===== config.mk =====
export PLATFORM = sky130hd
export DESIGN_NAME = gcd_engine
export DESIGN_NICKNAME = d
export VERILOG_FILES = /design/src/rtl/gcd_engine.sv
export SDC_FILE = /design/constraint.sdc
export NUM_CORES = 1
export LEC_CHECK = 0
export BUFFER_PORTS_ARGS = -buffer_cell sky130_fd_sc_hd__buf_4
export CAP_MARGIN = 0
export CORE_MARGIN = 2
export CORE_UTILIZATION = 49
export DETAILED_ROUTE_END_ITERATION = 6
export GPL_TIMING_DRIVEN = 0
export PLACE_DENSITY = 0.71
export SLEW_MARGIN = 20
export SYNTH_ARGS = -nofsm -noshare
export SYNTH_HDL_FRONTEND = slang
export SYNTH_SLANG_ARGS = --single-unit

===== constraint.sdc =====
create_clock -name clk -period 4.14 [get_ports clk]
set_input_delay 1.035 -clock clk [delete_from_list [all_inputs] [get_ports clk]]
set_output_delay 1.035 -clock clk [all_outputs]
set_load 0.005 [all_outputs]

===== src/rtl/gcd_engine.sv =====
// GCD engine: subtractive Euclid or binary (Stein) GCD, one reduction step per cycle,
// with valid/ready handshakes on operand intake and result delivery.
module gcd_engine #(
  parameter int WIDTH  = 8,
  parameter int ITER_W = 16
) (
  input  logic              clk,
  input  logic              rst,
  input  logic              in_valid,
  output logic              in_ready,
  input  logic [WIDTH-1:0]  x_i,
  input  logic [WIDTH-1:0]  y_i,
  input  logic              mode_i,
  output logic              out_valid,
  input  logic              out_ready,
  output logic [WIDTH-1:0]  gcd_o,
  output logic [ITER_W-1:0] iter_o,
  output logic              zero_o,
  output logic              busy
);
  localparam int KW = $clog2(WIDTH + 1);

  localparam logic [1:0] S_IDLE = 2'd0;
  localparam logic [1:0] S_RUN  = 2'd1;
  localparam logic [1:0] S_DONE = 2'd2;

  logic [1:0]        state_q, state_d;
  logic [WIDTH-1:0]  x_q, x_d, y_q, y_d;
  logic              m_q, m_d;
  logic [KW-1:0]     k_q, k_d;
  logic [ITER_W-1:0] cnt_q, cnt_d;
  logic [WIDTH-1:0]  gcd_q, gcd_d;
  logic [ITER_W-1:0] iter_q, iter_d;
  logic              zero_q, zero_d;

  logic              terminal;
  logic [WIDTH-1:0]  x_or_y;
  logic [ITER_W-1:0] cnt_inc;

  assign terminal = (x_q == '0) || (y_q == '0) || (x_q == y_q);
  assign x_or_y   = x_q | y_q;
  // Step count sticks at all-ones instead of wrapping.
  assign cnt_inc  = (cnt_q == '1) ? cnt_q : cnt_q + ITER_W'(1);

  always_comb begin
    state_d = state_q;
    x_d     = x_q;
    y_d     = y_q;
    m_d     = m_q;
    k_d     = k_q;
    cnt_d   = cnt_q;
    gcd_d   = gcd_q;
    iter_d  = iter_q;
    zero_d  = zero_q;
    case (state_q)
      S_IDLE: begin
        if (in_valid) begin
          x_d     = x_i;
          y_d     = y_i;
          m_d     = mode_i;
          k_d     = '0;
          cnt_d   = '0;
          state_d = S_RUN;
        end
      end
      S_RUN: begin
        if (terminal) begin
          gcd_d   = x_or_y << k_q;
          iter_d  = cnt_q;
          zero_d  = (x_or_y == '0);
          state_d = S_DONE;
        end else begin
          cnt_d = cnt_inc;
          if (!m_q) begin
            if (x_q > y_q) x_d = x_q - y_q;
            else           y_d = y_q - x_q;
          end else if (!x_q[0] && !y_q[0]) begin
            x_d = x_q >> 1;
            y_d = y_q >> 1;
            k_d = k_q + KW'(1);
          end else if (!x_q[0]) begin
            x_d = x_q >> 1;
          end else if (!y_q[0]) begin
            y_d = y_q >> 1;
          end else begin
            if (x_q > y_q) x_d = x_q - y_q;
            else           y_d = y_q - x_q;
          end
        end
      end
      S_DONE: begin
        if (out_ready) state_d = S_IDLE;
      end
      default: state_d = S_IDLE;
    endcase
  end

  always_ff @(posedge clk or posedge rst) begin
    if (rst) begin
      state_q <= S_IDLE;
      x_q     <= '0;
      y_q     <= '0;
      m_q     <= 1'b0;
      k_q     <= '0;
      cnt_q   <= '0;
      gcd_q   <= '0;
      iter_q  <= '0;
      zero_q  <= 1'b0;
    end else begin
      state_q <= state_d;
      x_q     <= x_d;
      y_q     <= y_d;
      m_q     <= m_d;
      k_q     <= k_d;
      cnt_q   <= cnt_d;
      gcd_q   <= gcd_d;
      iter_q  <= iter_d;
      zero_q  <= zero_d;
    end
  end

  assign in_ready  = (state_q == S_IDLE);
  assign busy      = (state_q == S_RUN);
  assign out_valid = (state_q == S_DONE);
  assign gcd_o     = gcd_q;
  assign iter_o    = iter_q;
  assign zero_o    = zero_q;
endmodule


==> metrics.txt <==
diodes inserted=0; Cell variety after synth=55; Sw Pwr=0.00202 W; DR vias=3568; PnR worst setup slack=549 ps; post_cts resized=0; peak fanout along the critical path=10; Overflow after GRT=0; largest cells by area after synthesis=dfrtp_1 38%, ha_1 7.5%, mux2_2 6.2%, xnor2_1 4.4%, nor2_1 4.1%; Crit. End Element=output port; CP arrival=2560 ps; CP most frequent cell=clkbuf_1; switch share=45.6%; Worst-Margin Slew=642 ps; GP Congestion=0.894; ratio of cells with drive above 1 in the final layout=21.6%; FF+latch count, synth=64; Most used DFF post-synth=dfrtp_1; Fin Setup TNS=0 ps; Warnings, synthesis=0; CTS tree=built; headroom to the max-slew limit=56.7%; Final HPWL DP=7880 um; post-route ant nets=0; largest net degree at the start of global routing=36; I/O pin cnt=49; final setup violation count=0; EDFF count, synth=0; clock root buffer=clkbuf_8; Static Leak=2.25 nW; crit-path max cell delay=410 ps; Post-synth ARST share=100%; Buffers on Ports=48; max-slew violation count=0; CP Class=reg2out; internal power=0.00241 W; die area=9320 sq um; initial core utilization=50.8%; CTS max path bufs=2; Combinational Power Share=63.4%; postcts setup bufs=0; pre-CTS WS=974 ps; Final Hold Vio Count=0; number of buffers created by CTS=9; average wire per standard cell=17.0 um; clock power share=14.1%; clock slew at reported path FFs=80 ps; # Max-Cap Violations=0; Net count, final=556; Sequential Power Share=22.4%; mapped cell area=4200 sq um; area leader, netlist=dfrtp_1; Worst Hold Class=reg2reg; outcome=finished, final reports clean; Post-CTS Hold Fix Bufs=0; core box area=8260 sq um; chip width=96.5 um; CP max-delay cell=clkbuf_1; VDD IR-drop max=482 uV; sequential share of the synthesized area=38.2%; Req. time, crit path=3110 ps; 1st-iter DRT viols=213; total wire length=10500 um; unrepaired setup endpoints after global routing=no; first-pass GRT wire length=17300 um; crit path cell chain=nand2b_1 > clkbuf_1 > buf_2 > clkinv_1 > clkbuf_1 > buf_4; Pre-antenna DRT Iters=5; period utilisation layout=86.7%; H-tree levels=3; Final Skew=13.3 ps; Post-Syn Area per Cell=9.36 sq um; floorplan row count=33; initial antenna violation count=0; crit start category=flip-flop; DRC=0; PwrDens=898 nW/um^2; area grow syn2layout=17.7%; Num Clock Sinks=64; area share of the largest cell type after synthesis=38.2%; total track usage=24.7%; vias in the first global route=3428; syn nets=496; Die Ht=96.5 um; minimum clock period=3590 ps; Achievable Freq=279 MHz; post-synthesis cell count=448; Skew-Pair Late Insertion Delay=360 ps; via/cell ratio=5.77
[cell usage after synthesis (all sizes together), types with 6 or more instances]
| cell | number |
|---|---|
| nor2 | 46 |
| nand2b | 10 |
| mux2 | 26 |
| or3 | 6 |
| nand2 | 36 |
| o221ai | 7 |
| a21oi | 22 |
| buf | 12 |
| xnor2 | 21 |
| nand3 | 7 |
| clkbuf | 12 |
| nor4 | 13 |
| inv | 32 |
| o21ai | 15 |
| o31ai | 13 |
| dfrtp | 64 |
| nand4 | 7 |
| nor3 | 14 |
| ha | 25 |
[final cells by class]
| type | count | area [sq um] |
|---|---|---|
| clock inverter | 6 | 90.1 |
| fill | 754 | 3320 |
| multi-input combinational | 327 | 2370 |
| inverter | 33 | 126 |
| tap | 105 | 131 |
| clock buffer | 10 | 138 |
| timing repair buffer | 49 | 380 |
| buffer | 24 | 101 |
| sequential | 64 | 1600 |
[critical path: cells and delay by family, from the launching register on]
family | cells | cell delay [ps]
buf+inv | 5 | 1670
simple gates | 1 | 130
flops | 1 | 390
[layer usage]
layer  GRT usage, %  up-vias  routed length (um)
met2           38.9      102                4840
li1               -     1720                   -
met5              0        -                   0
met1           34.4     1725                4870
met3           4.42       21                 567
met4           8.10        0                 216
[worst paths after layout]
kind,from,endpoint,slack [ps],cells past startpoint
min in group asynchronous,rst,iter_o[4],670,2
max in group asynchronous,rst,y_q[0],2960,3
worst max register to register,x_q[0],y_q[3],990,11
worst min-delay path,gcd_o[2],gcd_o[2],480,2
worst min register to register,gcd_o[2],gcd_o[2],480,2
worst max-delay path,state_q[1],busy,550,6
[per-stage QoR]
stage	hold WS, ps	instances	cell area (sq um)	util (%)	power (W)
final	479	618	4940	59.8	0.00443
after global routing	510	618	4940	59.8	0.00478
after CTS	489	618	4940	59.8	0.00442
after detailed placement	464	602	4710	57.0	0.00378
after global placement	460	601	4690	56.8	0.00373
after floorplan	467	448	4200	-	0.00309
[kinds of logic after synthesis]
family / after synthesis / share of synthesized area, %
XOR/XNOR: 25 / 5.22
flip-flops: 64 / 38.2
AO/OA/AOI/OAI: 93 / 16.1
buffers and inverters: 57 / 5.37
adder cells (fa/ha/maj): 27 / 8.41
multiplexers: 30 / 8.80
AND/OR/NAND/NOR: 152 / 17.9
[power groups by stage]
stage | registers, W | clock network (W) | logic, W
floorplan | 0.000951 | 0 | 0.00214
detailed placement | 0.000999 | 0 | 0.00278
CTS | 0.000992 | 0.000632 | 0.00280
global route | 0.00102 | 0.000667 | 0.00309
finish | 0.000994 | 0.000626 | 0.00281
global placement | 0.000991 | 0 | 0.00274
[cell usage in the layout (no fill, tap or decap), drive strengths merged, types with 4 or more instances in the layout]
cell type   n
nor3       14
or3         6
nand2b     10
o31ai      13
nor2b       4
o221ai      7
xnor2      21
clkbuf     22
mux2       26
nor4       13
nand2      36
o21ai      15
nor2       46
o41ai       4
xor2        4
buf        61
dfrtp      64
ha         25
nand3       7
inv        33
a21oi      22
nand4       7
[registers in the layout, indices dropped and copies added, names as in the netlist]
register  cells
cnt_q        16
iter_o       16
gcd_o         8
x_q           8
y_q           8
k_q           4
state_q       2
m_q           1
zero_o        1
Note: power is estimated with default switching activity, not from simulation.
